==> src/rtl/hd_program_loader_pkg.sv <==
// hd_program_loader_pkg: shared state encoding, default sizes and the header offset for the HD program loader
package hd_program_loader_pkg;
  typedef enum logic [2:0] {IDLE, HDR, LEN, STREAM, CHK, DONE, ERR} state_t;
  localparam int HD_ADDR_W_DEF = 12;
  localparam int SLOT_W_DEF = 8;
  localparam int MAX_WORDS_DEF = 200;
  localparam int HDR_OFFSET = 0;
endpackage

==> src/rtl/hd_program_loader_word_counter.sv <==
// loader_word_counter: read-issue and write counters of a load, with their terminal-count compares
module loader_word_counter #(
  parameter int CW = 9
) (
  input  logic          clock,
  input  logic          reset,
  input  logic          clear,
  input  logic          rd_inc,
  input  logic          wr_inc,
  input  logic [CW-1:0] len,
  input  logic [CW-1:0] rd_lim,
  output logic [CW-1:0] rcnt,
  output logic [CW-1:0] wcnt,
  output logic          rd_more,
  output logic          rd_data,
  output logic          wr_last
);
  assign rd_more = rcnt < rd_lim;
  assign rd_data = rcnt < len;
  assign wr_last = wcnt == len - CW'(1);
  // count issued reads and completed writes; cleared before every stream
  always_ff @(posedge clock or posedge reset)
    if (reset) begin
      rcnt <= '0;
      wcnt <= '0;
    end else begin
      rcnt <= clear ? '0 : rd_inc ? rcnt + CW'(1) : rcnt;
      wcnt <= clear ? '0 : wr_inc ? wcnt + CW'(1) : wcnt;
    end
endmodule

==> src/rtl/hd_program_loader.sv <==
// hd_program_loader: copies a length-prefixed program from an HD slot into instruction memory; LOADER_CHECKSUM_EN adds a trailing checksum word
module hd_program_loader
  import hd_program_loader_pkg::*;
#(
  parameter int HD_ADDR_W = HD_ADDR_W_DEF,
  parameter int SLOT_W = SLOT_W_DEF,
  parameter int MAX_WORDS = MAX_WORDS_DEF
) (
  input  logic                    clock,
  input  logic                    reset,
  input  logic                    start,
  input  logic [HD_ADDR_W-SLOT_W-1:0] program_id,
  output logic                    hd_rd_en,
  output logic [HD_ADDR_W-1:0]    hd_addr,
  input  logic [31:0]             hd_rdata,
  output logic                    instr_we,
  output logic [31:0]             instr_addr,
  output logic [31:0]             instr_word,
  output logic                    busy,
  output logic                    load_done,
  output logic                    load_error,
  output logic [31:0]             loaded_len
);
  localparam int CW = SLOT_W + 1;
`ifdef LOADER_CHECKSUM_EN
  localparam int EXTRA = 2;
  localparam state_t LAST = CHK;
`else
  localparam int EXTRA = 1;
  localparam state_t LAST = DONE;
`endif
  state_t state, state_n;
  logic [HD_ADDR_W-SLOT_W-1:0] pid;
  logic [HD_ADDR_W-1:0] base;
  logic [CW-1:0] len, rcnt, wcnt;
  logic rd_more, rd_data, wr_last, len_ok;
  assign base = {pid, {SLOT_W{1'b0}}};
  assign len_ok = hd_rdata != '0 && hd_rdata <= 32'(MAX_WORDS) && {1'b0, hd_rdata} + 33'(EXTRA) <= 33'(2 ** SLOT_W);
  assign busy = state != IDLE;
  assign load_done = state == DONE;
  assign load_error = state == ERR;
  assign instr_addr = 32'(wcnt);
  assign instr_word = instr_we ? hd_rdata : '0;
  loader_word_counter #(.CW(CW)) u_cnt (
    .clock(clock),
    .reset(reset),
    .clear(state == LEN),
    .rd_inc(hd_rd_en && state == STREAM),
    .wr_inc(instr_we),
    .len(len),
    .rd_lim(len + CW'(EXTRA - 1)),
    .rcnt(rcnt),
    .wcnt(wcnt),
    .rd_more(rd_more),
    .rd_data(rd_data),
    .wr_last(wr_last)
  );
  // state register; reset aborts any load in flight
  always_ff @(posedge clock or posedge reset)
    if (reset) state <= IDLE;
    else state <= state_n;
  // slot latch, length, write strobe (one cycle behind each data read) and last good length
  always_ff @(posedge clock or posedge reset)
    if (reset) begin
      pid <= '0;
      len <= '0;
      instr_we <= 1'b0;
      loaded_len <= '0;
    end else begin
      pid <= state == IDLE && start ? program_id : pid;
      len <= state == LEN ? CW'(hd_rdata) : len;
      instr_we <= state == STREAM && rd_data;
      loaded_len <= state_n == DONE ? 32'(len) : loaded_len;
    end
`ifdef LOADER_CHECKSUM_EN
  logic [31:0] sum;
  // wrap-around sum of the words written during this load
  always_ff @(posedge clock or posedge reset)
    if (reset) sum <= '0;
    else sum <= state == LEN ? '0 : instr_we ? sum + hd_rdata : sum;
`endif
  // next state and HD read requests
  always_comb begin
    state_n = state;
    hd_rd_en = 1'b0;
    hd_addr = '0;
    case (state)
      IDLE: state_n = start ? HDR : IDLE;
      HDR: begin
        hd_rd_en = 1'b1;
        hd_addr = base + HD_ADDR_W'(HDR_OFFSET);
        state_n = LEN;
      end
      LEN: state_n = len_ok ? STREAM : ERR;
      STREAM: begin
        hd_rd_en = rd_more;
        hd_addr = rd_more ? base + HD_ADDR_W'(rcnt) + HD_ADDR_W'(1) : '0;
        state_n = instr_we && wr_last ? LAST : STREAM;
      end
`ifdef LOADER_CHECKSUM_EN
      CHK: state_n = hd_rdata == sum ? DONE : ERR;
`endif
      default: state_n = IDLE;
    endcase
  end
endmodule

==> config.mk <==
export PLATFORM = sky130hd
export DESIGN_NAME = hd_program_loader
export DESIGN_NICKNAME = d
export VERILOG_FILES = /design/src/rtl/hd_program_loader_pkg.sv /design/src/rtl/hd_program_loader_word_counter.sv /design/src/rtl/hd_program_loader.sv
export SDC_FILE = /design/constraint.sdc
export NUM_CORES = 1
export LEC_CHECK = 0
export BUFFER_PORTS_ARGS = -buffer_cell sky130_fd_sc_hd__buf_2
export CAP_MARGIN = 20
export CORE_MARGIN = 2
export CORE_UTILIZATION = 30
export DETAILED_ROUTE_END_ITERATION = 10
export GPL_TIMING_DRIVEN = 1
export HOLD_SLACK_MARGIN = 0.12
export SLEW_MARGIN = 20
export SYNTH_ARGS = -nofsm -noshare
export SYNTH_HDL_FRONTEND = slang
export SYNTH_HIERARCHICAL = 1
export SYNTH_SLANG_ARGS = --single-unit
==> constraint.sdc <==
create_clock -name clock -period 3.5 [get_ports clock]
set_clock_uncertainty 0.15 [all_clocks]
set_input_delay 0.35 -clock clock [delete_from_list [all_inputs] [get_ports clock]]
set_output_delay 0.35 -clock clock [all_outputs]
set_load 0.02 [all_outputs]
[Word level (Yosys, flattened, before mapping)]
Index checks and enable logic that the tools add are counted.
Word-level totals
  bits of input ports: 39
  register bits: 44
  word-level logic and storage cells: 46
  output and inout bits: 113
Operators by class
  mux-type cells: 12
  reductions and logical operators: 11
  $lt $le $gt $ge: 3
  equal/unequal tests: 7
  $add $sub $neg: 6
Operators with widths (count)
  $mux 9: 4
  $add 32x1->33 const B: 1
  $le 33x9->1 const B: 1
  $le 32x8->1 const B: 1
  $mux 32: 1
  $reduce_bool 32->1: 1
  $pmux 12 s2: 1
  $add 9x1->9 const B: 2
  $add 12x1->12 const B: 1
  $add 12x9->12: 1
  $mux 12: 1
  $pmux 3 s4: 1
  $eq 3x3->1 const B: 3
  $eq 9x9->1: 1
  $lt 9x9->1: 1
  $sub 9x1->9 const B: 1
  $eq 3x2->1 const B: 2
  $logic_and 1x1->1: 6
  $mux 3: 2
  $reduce_bool 2->1: 2
  $eq 3x1->1 const B: 1
  $logic_not 3->1: 1
  $reduce_bool 3->1: 1
  $pmux 1 s2: 1
  $mux 1: 1

[Depth between registers and ports, before layout]
Gate-level depths: netlist (run 1).
  depth after elaboration: 6
  mapped depth: 16
  gate-level depth less buffers: 14

[Cells and area by module]
The synthesis (run 1) kept the hierarchy.
By module, submodules not included
  hd_program_loader: seq. area each 650.6 um2, cells an instance 226, times used 1, area an instance 2049.5 um2
  loader_word_counter: seq. area each 450.4 um2, cells an instance 169, times used 1, area an instance 1476.4 um2

[Worst setup path after synthesis (run 1)]
Ideal clock, no wire load.
  kind: register to output
  from: reg len[3]
  to: out hd_addr[10]
  stages on the path, launching flop included: 11
  setup slack: 391 ps
  path buffers: 0
  required time: 3000 ps
  arrival: 2609 ps
  path through: dfrtp_1 > inv_1 > ha_1 > and4_1 > o21ai_0 > o221ai_1 > a21o_1 > a21oi_1 > nand4b_1 > or4b_1 > a21oi_1
On the way
  longest elaborated chain between the ends: 3
Ends and longest elaborated chain
  start: declaration: RTL line hd_program_loader.sv:35  | logic [CW-1:0] len, rcnt, wcnt;
  start signal: assignment: RTL line hd_program_loader.sv:71  | len <= state == LEN ? CW'(hd_rdata) : len;
  $lt 9x9->1: RTL line hd_program_loader_word_counter.sv:18  | assign rd_more = rcnt < rd_lim;
  net rd_more: RTL line hd_program_loader.sv:36  | logic rd_more, rd_data, wr_last, len_ok;
  $mux 12: RTL line hd_program_loader.sv:97  | hd_addr = rd_more ? base + HD_ADDR_W'(rcnt) + HD_ADDR_W'(1) : '0;
  $pmux 12 s2: RTL line hd_program_loader.sv:87  | case (state)
  end: declaration: RTL line hd_program_loader.sv:14  | output logic [HD_ADDR_W-1:0] hd_addr,
The timed path passes the listed nets, and every way through them passes these cells.

[Worst setup path in the final report (run 1)]
  from: reg u_cnt.rcnt[5]
  to: out hd_addr[10]
On the way
  elaborated cells between the ends (all ways): 5
  classes of those cells: 2 x add/sub; 1 x order compare; 2 x mux
RTL lines
  start: declaration: RTL line hd_program_loader_word_counter.sv:12  | output logic [CW-1:0] rcnt,
  start signal: assignment: RTL line hd_program_loader_word_counter.sv:27  | rcnt <= clear ? '0 : rd_inc ? rcnt + CW'(1) : rcnt;
  $lt 9x9->1: RTL line hd_program_loader_word_counter.sv:18
  net rd_more: RTL line hd_program_loader.sv:36
  $mux 12: RTL line hd_program_loader.sv:97
  $pmux 12 s2: RTL line hd_program_loader.sv:87
The timed path passes the listed nets, and every way through them passes these cells.

==> flow_metrics.env, run 1 <==
export IMPL_outcome="finished, final reports clean"
export IMPL_syn_inst=395
export IMPL_r2r_start="len[0]$_DFFE_PP0P_"
export IMPL_p_sw_frac=0.423
export IMPL_async_flop_share=1.00
export IMPL_drc=0
export IMPL_placementRows=39
export IMPL_final_cell_mix="buf_2 (104), conb_1 (46), dfrtp_1 (41)"
export IMPL_initial_core_util=0.307
export IMPL_critPathArrivalTime_ns=2.83
export IMPL_num_io_pins=152
export IMPL_antenna_found_initial=0
export IMPL_period_share=0.952
export IMPL_avgViaCountPerCell=4.62
export IMPL_htree_levels=2
export IMPL_synth_avg_cell_area_um2=8.93
export IMPL_final_common_cell="buf_2"
export IMPL_cts_tree="done"
export IMPL_n_antenna_cell=0
export IMPL_synth_edff_count=0
export IMPL_maxCapViolCount=0
export IMPL_chipHeight_um=112
export IMPL_gp_congestion=0.834
export IMPL_die_w_um=112
export IMPL_grt_pass1_vias=2877
export IMPL_syn_area_um2=3530
export IMPL_seq_area_um2=1100
export IMPL_tns_ns=0
export IMPL_core_um2=11500
export IMPL_yosys_register_bits=44
export IMPL_finalSetupViolCount=0
export IMPL_peakVddDrop_mv=0.360
export IMPL_clkPwrFrac=0.203
export IMPL_track_usage=0.136
export IMPL_drive_gt1_frac=0.324
export IMPL_grt_pass1_wl_mm=14.4
export IMPL_holdPathStages=2
export IMPL_switchingPower_uw=1090
export IMPL_worst_hold_path_type="input port to register"
export IMPL_period_minus_slack_ns=3.33
export IMPL_io_buffer_count=105
export IMPL_relSlewSlack=0.376
export IMPL_ys_seq_area_frac=0.312
export IMPL_synth_cell_types=51
export IMPL_clk_latency_ns=0.28
export IMPL_required_ns=3.00
export IMPL_worst_slew_pin_slew_ns=0.931
export IMPL_multi_input_area_um2=2130
export IMPL_synth_top_flop_cell="dfrtp_1"
export IMPL_drtIter0Drc=143
export IMPL_critical_path_max_fanout=4
export IMPL_r2r_cells=10
export IMPL_clk_pin_slew_ns=0.06
export IMPL_pwr_share_comb=0.489
export IMPL_critPathLaunchType="register"
export IMPL_routedWlPerCell_um=13.4
export IMPL_grt_ovfl_total=0
export IMPL_nets=574
export IMPL_ant_nets=0
export IMPL_crit_path_end_kind="output pin"
export IMPL_die_area_um2=12600
export IMPL_whs_endpoint="pid[2]$_DFFE_PP0P_"
export IMPL_finalMaxSlewViolations=0
export IMPL_p_leak_uw=0.00230
export IMPL_hold_viol=0
export IMPL_cts_buffers=5
export IMPL_wl_mm=8.83
export IMPL_crit_type="register to output pin"
export IMPL_fmax_mhz=300
export IMPL_power_internal_uw=1490
export IMPL_power_density_nw_per_um2=592
export IMPL_p_seq_frac=0.308
export IMPL_clk_path_buf_depth=2
export IMPL_reg2reg_to="loaded_len[2]$_DFFE_PP0N_"
export IMPL_dp_hpwl_mm=6.87
export IMPL_root_buffer="clkbuf_16"
export IMPL_rsz0062_at_grt="no"
export IMPL_hp_start="program_id[2]"
export IMPL_synth_yosys_warnings=6
export IMPL_dr_total_vias=3043
export IMPL_grt_max_degree=39
export IMPL_fillers=1163
export IMPL_r2r_slack_ns=0.41
export IMPL_cts_sinks=44
export IMPL_timing_hold_ws_ns=0.158
export IMPL_syn_to_final_growth_pct=23.6
export IMPL_firstDrtPassIters=4
how the worst max path moves through the flow:
stage                                   start           to  slack, ns  cells after the start
floorplan                  len[3]$_DFFE_PP0P_  hd_addr[10]       0.39                     10
global placement           len[6]$_DFFE_PP0P_  hd_addr[10]       0.38                     11
detailed placement         len[6]$_DFFE_PP0P_  hd_addr[10]       0.24                     13
CTS                        len[6]$_DFFE_PP0P_  hd_addr[10]       0.02                     13
global route               len[6]$_DFFE_PP0P_  hd_addr[10]       0.01                     13
finish              u_cnt/rcnt[5]$_DFFE_PP0P_  hd_addr[10]       0.17                     10
power groups by stage:
stage                     combinational, uW  sequential [uW]  clock (uW)
after detailed placement               1220              806           0
after global routing                   1400              821         558
after global placement                 1180              798           0
after floorplan                         899              788           0
final                                  1260              795         523
after CTS                              1230              797         534
cell type report:
type,instances,area share
Multi-Input combinational cell,316,0.490
Sequential cell,44,0.254
Timing Repair Buffer,123,0.158
Tap cell,143,0.0411
Clock buffer,6,0.0296
Inverter,24,0.0207
Clock inverter,2,0.00804
repair_timing:
action                                  CTS  global route
buffers inserted                          0             2
pin swaps                                 0             1
endpoints found under the hold margin    18             0
endpoints found under the setup margin    2             4
resized for setup                         1             7
hold buffers                              1             0
Yosys cell counts (4+ instances only):
| cell | count | area share |
|---|---|---|
| nor2_1 | 35 | 0.037 |
| o21ai_0 | 7 | 0.0099 |
| nand2b_1 | 6 | 0.011 |
| nand3_1 | 10 | 0.014 |
| clkbuf_1 | 5 | 0.0053 |
| nand4_1 | 6 | 0.011 |
| inv_1 | 24 | 0.026 |
| a21oi_1 | 14 | 0.020 |
| ha_1 | 21 | 0.075 |
| buf_4 | 48 | 0.10 |
| dfrtp_1 | 44 | 0.31 |
| nor4_1 | 7 | 0.012 |
| nor3_1 | 4 | 0.0057 |
| xnor2_1 | 15 | 0.037 |
| nand2_1 | 23 | 0.024 |
| and3_1 | 4 | 0.0071 |
| and2_1 | 33 | 0.059 |
| xor2_1 | 16 | 0.040 |
| mux2_2 | 22 | 0.070 |
critical path, cell delays in order (launching register included):
cell,delay (ns)
dfrtp_1,0.41
ha_1,0.33
and4_1,0.19
o21ai_0,0.08
o221ai_1,0.18
a21o_1,0.23
a21oi_4,0.16
nand4b_1,0.15
or4b_1,0.52
a21oi_1,0.14
buf_4,0.16
registers in the layout (all words and copies together), names as in the netlist:
signal,count
loaded_len,9
u_cnt/rcnt,9
len,9
state,3
u_cnt/wcnt,9
instr_we,1
pid,4
stage by stage:
| stage | instance area, um2 | utilization | cells | total power, uW | setup WS, ns |
|---|---|---|---|---|---|
| 6_report | 4360 | 0.380 | 658 | 2580 | 0.166 |
| 5_1_grt | 4360 | 0.380 | 658 | 2770 | 0.0130 |
| 4_1_cts | 4290 | 0.374 | 655 | 2560 | 0.0247 |
| 3_5_place_dp | 4120 | 0.359 | 646 | 2020 | 0.235 |
| 3_3_place_gp | 4120 | 0.359 | 646 | 1980 | 0.381 |
| 2_1_floorplan | 3690 | - | 440 | 1690 | 0.391 |
per-layer routing:
layer | vias to the layer above | global-route usage | part of all wire
met5 | - | 0 | 0
met4 | 0 | 0.0260 | 0.0055
met3 | 6 | 0.0243 | 0.055
met2 | 102 | 0.224 | 0.47
met1 | 1424 | 0.189 | 0.47
li1 | 1511 | - | -
cell families (layout without fill, tap and decap cells):
| kind of cell | after synthesis | in the layout | synth area share |
|---|---|---|---|
| flip-flops | 44 | 44 | 0.312 |
| XOR/XNOR | 31 | 31 | 0.0770 |
| adder cells (fa/ha/maj) | 22 | 22 | 0.0774 |
| AND/OR/NAND/NOR | 148 | 148 | 0.236 |
| multiplexers | 24 | 24 | 0.0759 |
| buffers and inverters | 80 | 155 | 0.137 |
| other | 1 | 46 | 0.00106 |
| AO/OA/AOI/OAI | 45 | 45 | 0.0838 |
No activity file was read; power rests on OpenSTA's default activity.
==> inputs of run 2 (changes only) <==
--- a/config.mk
+++ b/config.mk
@@ -5,6 +5,7 @@
 export SDC_FILE = /design/constraint.sdc
 export NUM_CORES = 1
 export LEC_CHECK = 0
+export ABC_AREA = 1
 export BUFFER_PORTS_ARGS = -buffer_cell sky130_fd_sc_hd__buf_2
 export CAP_MARGIN = 20
 export CORE_MARGIN = 2
==> flow_metrics.env, run 2 <==
export IMPL_yosysTopAreaCellShare=0.292
export IMPL_required_ns=3.00
export IMPL_p_total_uw=2580
export IMPL_root_buffer="clkbuf_16"
export IMPL_fmax_mhz=322
export IMPL_async_flop_share=1.00
export IMPL_antenna_found_initial=0
export IMPL_switchingPower_uw=1260
export IMPL_clk_latency_ns=0.29
export IMPL_pwr_share_comb=0.496
export IMPL_cts_buffers=5
export IMPL_ys_top_cells_by_area="dfrtp_1 (29%), nand2_1 (14%), inv_1 (10%), buf_4 (9.2%), ha_1 (7.0%)"
export IMPL_synth_top_flop_cell="dfrtp_1"
export IMPL_grt_max_degree=33
export IMPL_num_io_pins=152
export IMPL_die_area_um2=13500
export IMPL_avgViaCountPerCell=4.35
export IMPL_synth_common_cells="nand2_1 (145), inv_1 (104), nor2_1 (56)"
export IMPL_maxCapViolCount=0
export IMPL_power_internal_uw=1310
export IMPL_cts_sinks=44
export IMPL_ant_nets=0
export IMPL_synth_top_cell_by_area="dfrtp_1"
export IMPL_cts_tree="done"
export IMPL_grt_pass1_vias=3440
export IMPL_crit_path_end_kind="output pin"
export IMPL_crit_chain="ha_1 -> a21oi_1 -> o21ai_0 -> nand2_1 -> o211ai_1 -> nor2_1 -> nand3_1 -> inv_2 -> o21ai_0 -> o21ai_0 -> buf_2"
export IMPL_critical_path_max_fanout=14
export IMPL_core_um2=12100
export IMPL_period_share=0.888
export IMPL_hold_viol=0
export IMPL_rsz0062_at_grt="no"
export IMPL_initial_core_util=0.311
export IMPL_track_usage=0.150
export IMPL_wl_mm=9.89
export IMPL_synth_cell_types=32
export IMPL_synth_avg_cell_area_um2=6.56
export IMPL_crit_slowest_cell="dfrtp_1"
export IMPL_finalSetupViolCount=0
export IMPL_final_common_cell="nand2_1"
export IMPL_drc=0
export IMPL_gp_congestion=0.896
export IMPL_syn_area_um2=3770
export IMPL_synth_yosys_warnings=6
export IMPL_grt_ovfl_total=0
export IMPL_die_w_um=116
export IMPL_placementRows=40
export IMPL_htree_levels=2
export IMPL_outcome="finished, final reports clean"
export IMPL_drtIter0Drc=214
export IMPL_critPathArrivalTime_ns=2.61
export IMPL_cts_setup_buffers=0
export IMPL_clk_path_buf_depth=2
export IMPL_finalMaxSlewViolations=0
export IMPL_synth_edff_count=0
export IMPL_chipHeight_um=116
export IMPL_p_leak_uw=0.00275
export IMPL_syn_inst=574
export IMPL_cpPeakStageDelay_ns=0.51
export IMPL_io_buffer_count=105
export IMPL_crit_type="register to output pin"
export IMPL_final_cell_mix="nand2_1 (145), buf_2 (105), inv_1 (104)"
export IMPL_clk_pin_slew_ns=0.06
export IMPL_worst_hold_path_type="input port to register"
export IMPL_grt_pass1_wl_mm=16.1
export IMPL_nets=741
export IMPL_p_sw_frac=0.490
export IMPL_routedWlPerCell_um=11.6
export IMPL_worst_slew_pin_slew_ns=0.779
export IMPL_period_minus_slack_ns=3.11
export IMPL_clkPwrFrac=0.181
export IMPL_firstDrtPassIters=5
export IMPL_yosysMostFrequentCell="nand2_1"
export IMPL_critPathLaunchType="register"
export IMPL_ys_seq_area_frac=0.292
export IMPL_syn_to_final_growth_pct=18.8
export IMPL_tns_ns=0
export IMPL_cp_common_cell="o21ai_0"
export IMPL_n_antenna_cell=0
export IMPL_dp_hpwl_mm=7.98
export IMPL_drive_gt1_frac=0.196
export IMPL_dr_total_vias=3697
export IMPL_yosys_register_bits=44
export IMPL_relSlewSlack=0.480
export IMPL_p_seq_frac=0.323
export IMPL_power_density_nw_per_um2=576
export IMPL_peakVddDrop_mv=0.203
==> run 2: timing repair <==
item	in CTS	in global routing
hold buffers	1	0
hold endpoints to repair	2	0
resized for setup	0	0
==> run 2: per-stage QoR <==
stage | hold slack, ns | utilization | worst slack (ns) | instance area (um2) | std cells
2_1_floorplan | 0.139 | - | 0.822 | 3940 | 619
3_3_place_gp | 0.319 | 0.355 | 0.748 | 4300 | 840
3_5_place_dp | 0.323 | 0.355 | 0.702 | 4300 | 840
4_1_cts | 0.147 | 0.368 | 0.388 | 4460 | 849
5_1_grt | 0.152 | 0.369 | 0.0891 | 4470 | 850
6_report | 0.151 | 0.369 | 0.391 | 4470 | 850
==> run 2: cell families after synthesis <==
family          count (synthesis)  share of synthesized area
compound gates                 69                     0.0946
buf+inv                       161                      0.209
flops                          44                      0.292
other cells                     1                   0.000995
mux                             7                     0.0219
xor+xnor                        6                     0.0140
fa+ha+maj                      21                     0.0697
simple gates                  265                      0.297
==> run 2: area by class of cell <==
cell class                 count  area, um2
tap                          168        210
multi-input combinational    414       2050
clock inverter                 2       16.3
timing repair buffer         110        573
fill                        1380       7640
sequential                    44       1100
clock buffer                   6        129
inverter                     106        398
==> run 2: worst paths after layout <==
kind / startpoint / to / slack [ns] / cells past startpoint
worst max-delay path: u_cnt/rcnt[2]$_DFFE_PP0P_ / hd_addr[8] / 0.39 / 11
worst min-delay path: hd_rdata[8] / len[8]$_DFFE_PP0P_ / 0.15 / 3
worst max register to register: u_cnt/rcnt[2]$_DFFE_PP0P_ / u_cnt/rcnt[5]$_DFFE_PP0P_ / 0.71 / 14
worst min register to register: loaded_len[0]$_DFFE_PP0N_ / loaded_len[0]$_DFFE_PP0N_ / 0.34 / 2
max in group asynchronous: reset / u_cnt/wcnt[2]$_DFFE_PP0P_ / 2.08 / 3
min in group asynchronous: reset / len[4]$_DFFE_PP0P_ / 0.53 / 3
==> run 2: power by group through the flow <==
stage | sequential (uW) | combinational, uW | clock [uW]
6_report | 831 | 1280 | 466
5_1_grt | 858 | 1460 | 500
4_1_cts | 830 | 1280 | 481
3_5_place_dp | 840 | 1270 | 0
3_3_place_gp | 839 | 1270 | 0
2_1_floorplan | 775 | 992 | 0
==> run 2: per-layer routing <==
metal  track usage  wire, um  vias up
met5             0         0        -
met3        0.0272       520        6
li1              -         -     1911
met1         0.184      4300     1653
met2         0.271      4960      127
met4        0.0397       119        0
==> run 2: worst max-delay path, delay by kind of cell (launching register included) <==
family                   cells  cell delay [ns]
AND/OR/NAND/NOR              3             0.44
adder cells (fa/ha/maj)      1             0.37
buffers and inverters        2             0.44
AO/OA/AOI/OAI                5             0.58
flip-flops                   1             0.51
==> inputs of run 3 (changes only) <==
--- a/config.mk
+++ b/config.mk
@@ -13,6 +13,7 @@
 export DETAILED_ROUTE_END_ITERATION = 10
 export GPL_TIMING_DRIVEN = 1
 export HOLD_SLACK_MARGIN = 0.12
+export PLACE_DENSITY = 0.64
 export SLEW_MARGIN = 20
 export SYNTH_ARGS = -nofsm -noshare
 export SYNTH_HDL_FRONTEND = slang
==> flow_metrics.env, run 3 (synthesis gave the netlist of run 2 again) <==
export IMPL_critPathLaunchType="register"
export IMPL_syn_to_final_growth_pct=18.4
export IMPL_die_area_um2=13500
export IMPL_ant_nets=0
export IMPL_drive_gt1_frac=0.195
export IMPL_nets=740
export IMPL_initial_core_util=0.311
export IMPL_met1Wirelength_mm=4.18
export IMPL_chipHeight_um=116
export IMPL_cpPeakStageDelay_ns=0.49
export IMPL_die_w_um=116
export IMPL_hold_viol=0
export IMPL_grt_max_degree=27
export IMPL_top_layer_used="met4"
export IMPL_finalMaxSlewViolations=0
export IMPL_power_density_nw_per_um2=576
export IMPL_finalSetupViolCount=0
export IMPL_antenna_found_initial=0
export IMPL_clk_latency_ns=0.29
export IMPL_worst_slew_pin_slew_ns=0.938
export IMPL_avgViaCountPerCell=4.40
export IMPL_grt_pass1_wl_mm=15.5
export IMPL_htree_levels=2
export IMPL_multi_input_area_um2=2050
export IMPL_crit_chain="ha_1 -> a21oi_1 -> o21ai_0 -> nand2_1 -> o211ai_1 -> nor2_1 -> nand3_1 -> inv_2 -> o21ai_0 -> o21ai_0 -> buf_2"
export IMPL_period_share=0.887
export IMPL_p_leak_uw=0.00274
export IMPL_cts_buffers=5
export IMPL_grt_pass1_vias=3327
export IMPL_outcome="finished, final reports clean"
export IMPL_tns_ns=0
export IMPL_cp_common_cell="o21ai_0"
export IMPL_routedWlPerCell_um=11.6
export IMPL_core_um2=12100
export IMPL_peakVddDrop_mv=0.213
export IMPL_maxCapViolCount=0
export IMPL_seq_area_um2=1100
export IMPL_num_io_pins=152
export IMPL_crit_slowest_cell="dfrtp_1"
export IMPL_final_common_cell="nand2_1"
export IMPL_final_cell_area_um2=4460
export IMPL_period_minus_slack_ns=3.10
export IMPL_rsz0062_at_grt="no"
export IMPL_n_antenna_cell=0
export IMPL_fillers=1369
export IMPL_required_ns=3.00
export IMPL_drc=0
export IMPL_gp_congestion=0.865
export IMPL_crit_path_end_kind="output pin"
export IMPL_critical_path_max_fanout=14
export IMPL_dp_hpwl_mm=8.02
export IMPL_cts_tree="done"
export IMPL_crit_type="register to output pin"
export IMPL_cts_setup_buffers=0
export IMPL_wl_met3_um=576
export IMPL_fmax_mhz=322
export IMPL_relSlewSlack=0.371
export IMPL_clk_path_buf_depth=2
export IMPL_worst_hold_path_type="input port to register"
export IMPL_holdBufCountCts=1
export IMPL_clk_pin_slew_ns=0.06
export IMPL_dr_total_vias=3735
export IMPL_placementRows=40
export IMPL_drtIter0Drc=174
export IMPL_io_buffer_count=105
export IMPL_ctsResizeCount=0
export IMPL_critPathArrivalTime_ns=2.60
export IMPL_firstDrtPassIters=5
export IMPL_root_buffer="clkbuf_16"
export IMPL_post_dp_cell_area_um2=4300
export IMPL_wl_mm=9.87
export IMPL_track_usage=0.145
export IMPL_grt_ovfl_total=0
export IMPL_cts_sinks=44
export IMPL_met2_length_mm=5.02
export IMPL_final_cell_mix="nand2_1 (145), buf_2 (105), inv_1 (103)"
-- run 3: worst paths after layout --
path,start,endpoint,slack [ns],depth (start not counted)
worst max-delay path,u_cnt/rcnt[4]$_DFFE_PP0P_,hd_addr[8],0.40,11
worst min-delay path,program_id[3],pid[3]$_DFFE_PP0P_,0.15,2
worst max register to register,u_cnt/rcnt[4]$_DFFE_PP0P_,u_cnt/rcnt[6]$_DFFE_PP0P_,0.71,13
worst min register to register,loaded_len[5]$_DFFE_PP0N_,loaded_len[5]$_DFFE_PP0N_,0.35,2
max in group asynchronous,reset,u_cnt/wcnt[4]$_DFFE_PP0P_,2.13,3
min in group asynchronous,reset,pid[0]$_DFFE_PP0P_,0.56,3
-- run 3: power by group --
group	switching (uW)	internal (uW)
clock network	200	266
registers	212	622
logic	844	423
total	1260	1310
-- run 3: critical path, delay by kind of cell (launching register included) --
family / cells / cell delay [ns]
simple gates: 3 / 0.43
fa+ha+maj: 1 / 0.37
buf+inv: 2 / 0.44
compound gates: 5 / 0.58
flops: 1 / 0.49
-- run 3: metal layers --
layer,GRT usage,vias up
li1,-,1917
met1,0.179,1685
met2,0.264,124
met3,0.0246,9
met4,0.0302,0
met5,0,-
-- run 3: metrics by stage --
stage / power [uW] / std cells / hold WS, ns / util / setup slack [ns]
3_5_place_dp: 2100 / 840 / 0.331 / 0.355 / 0.691
4_1_cts: 2580 / 849 / 0.148 / 0.368 / 0.370
6_report: 2570 / 849 / 0.149 / 0.368 / 0.397
5_1_grt: 2800 / 849 / 0.157 / 0.368 / 0.111
3_3_place_gp: 2100 / 840 / 0.335 / 0.355 / 0.762
2_1_floorplan: 1770 / 619 / 0.139 / - / 0.822
-- run 3: area by class of cell --
type,count,share of cell area
multi-input combinational,414,0.459
sequential,44,0.247
timing repair buffer,109,0.125
inverter,106,0.0892
tap,168,0.0471
clock buffer,6,0.0289
clock inverter,2,0.00365
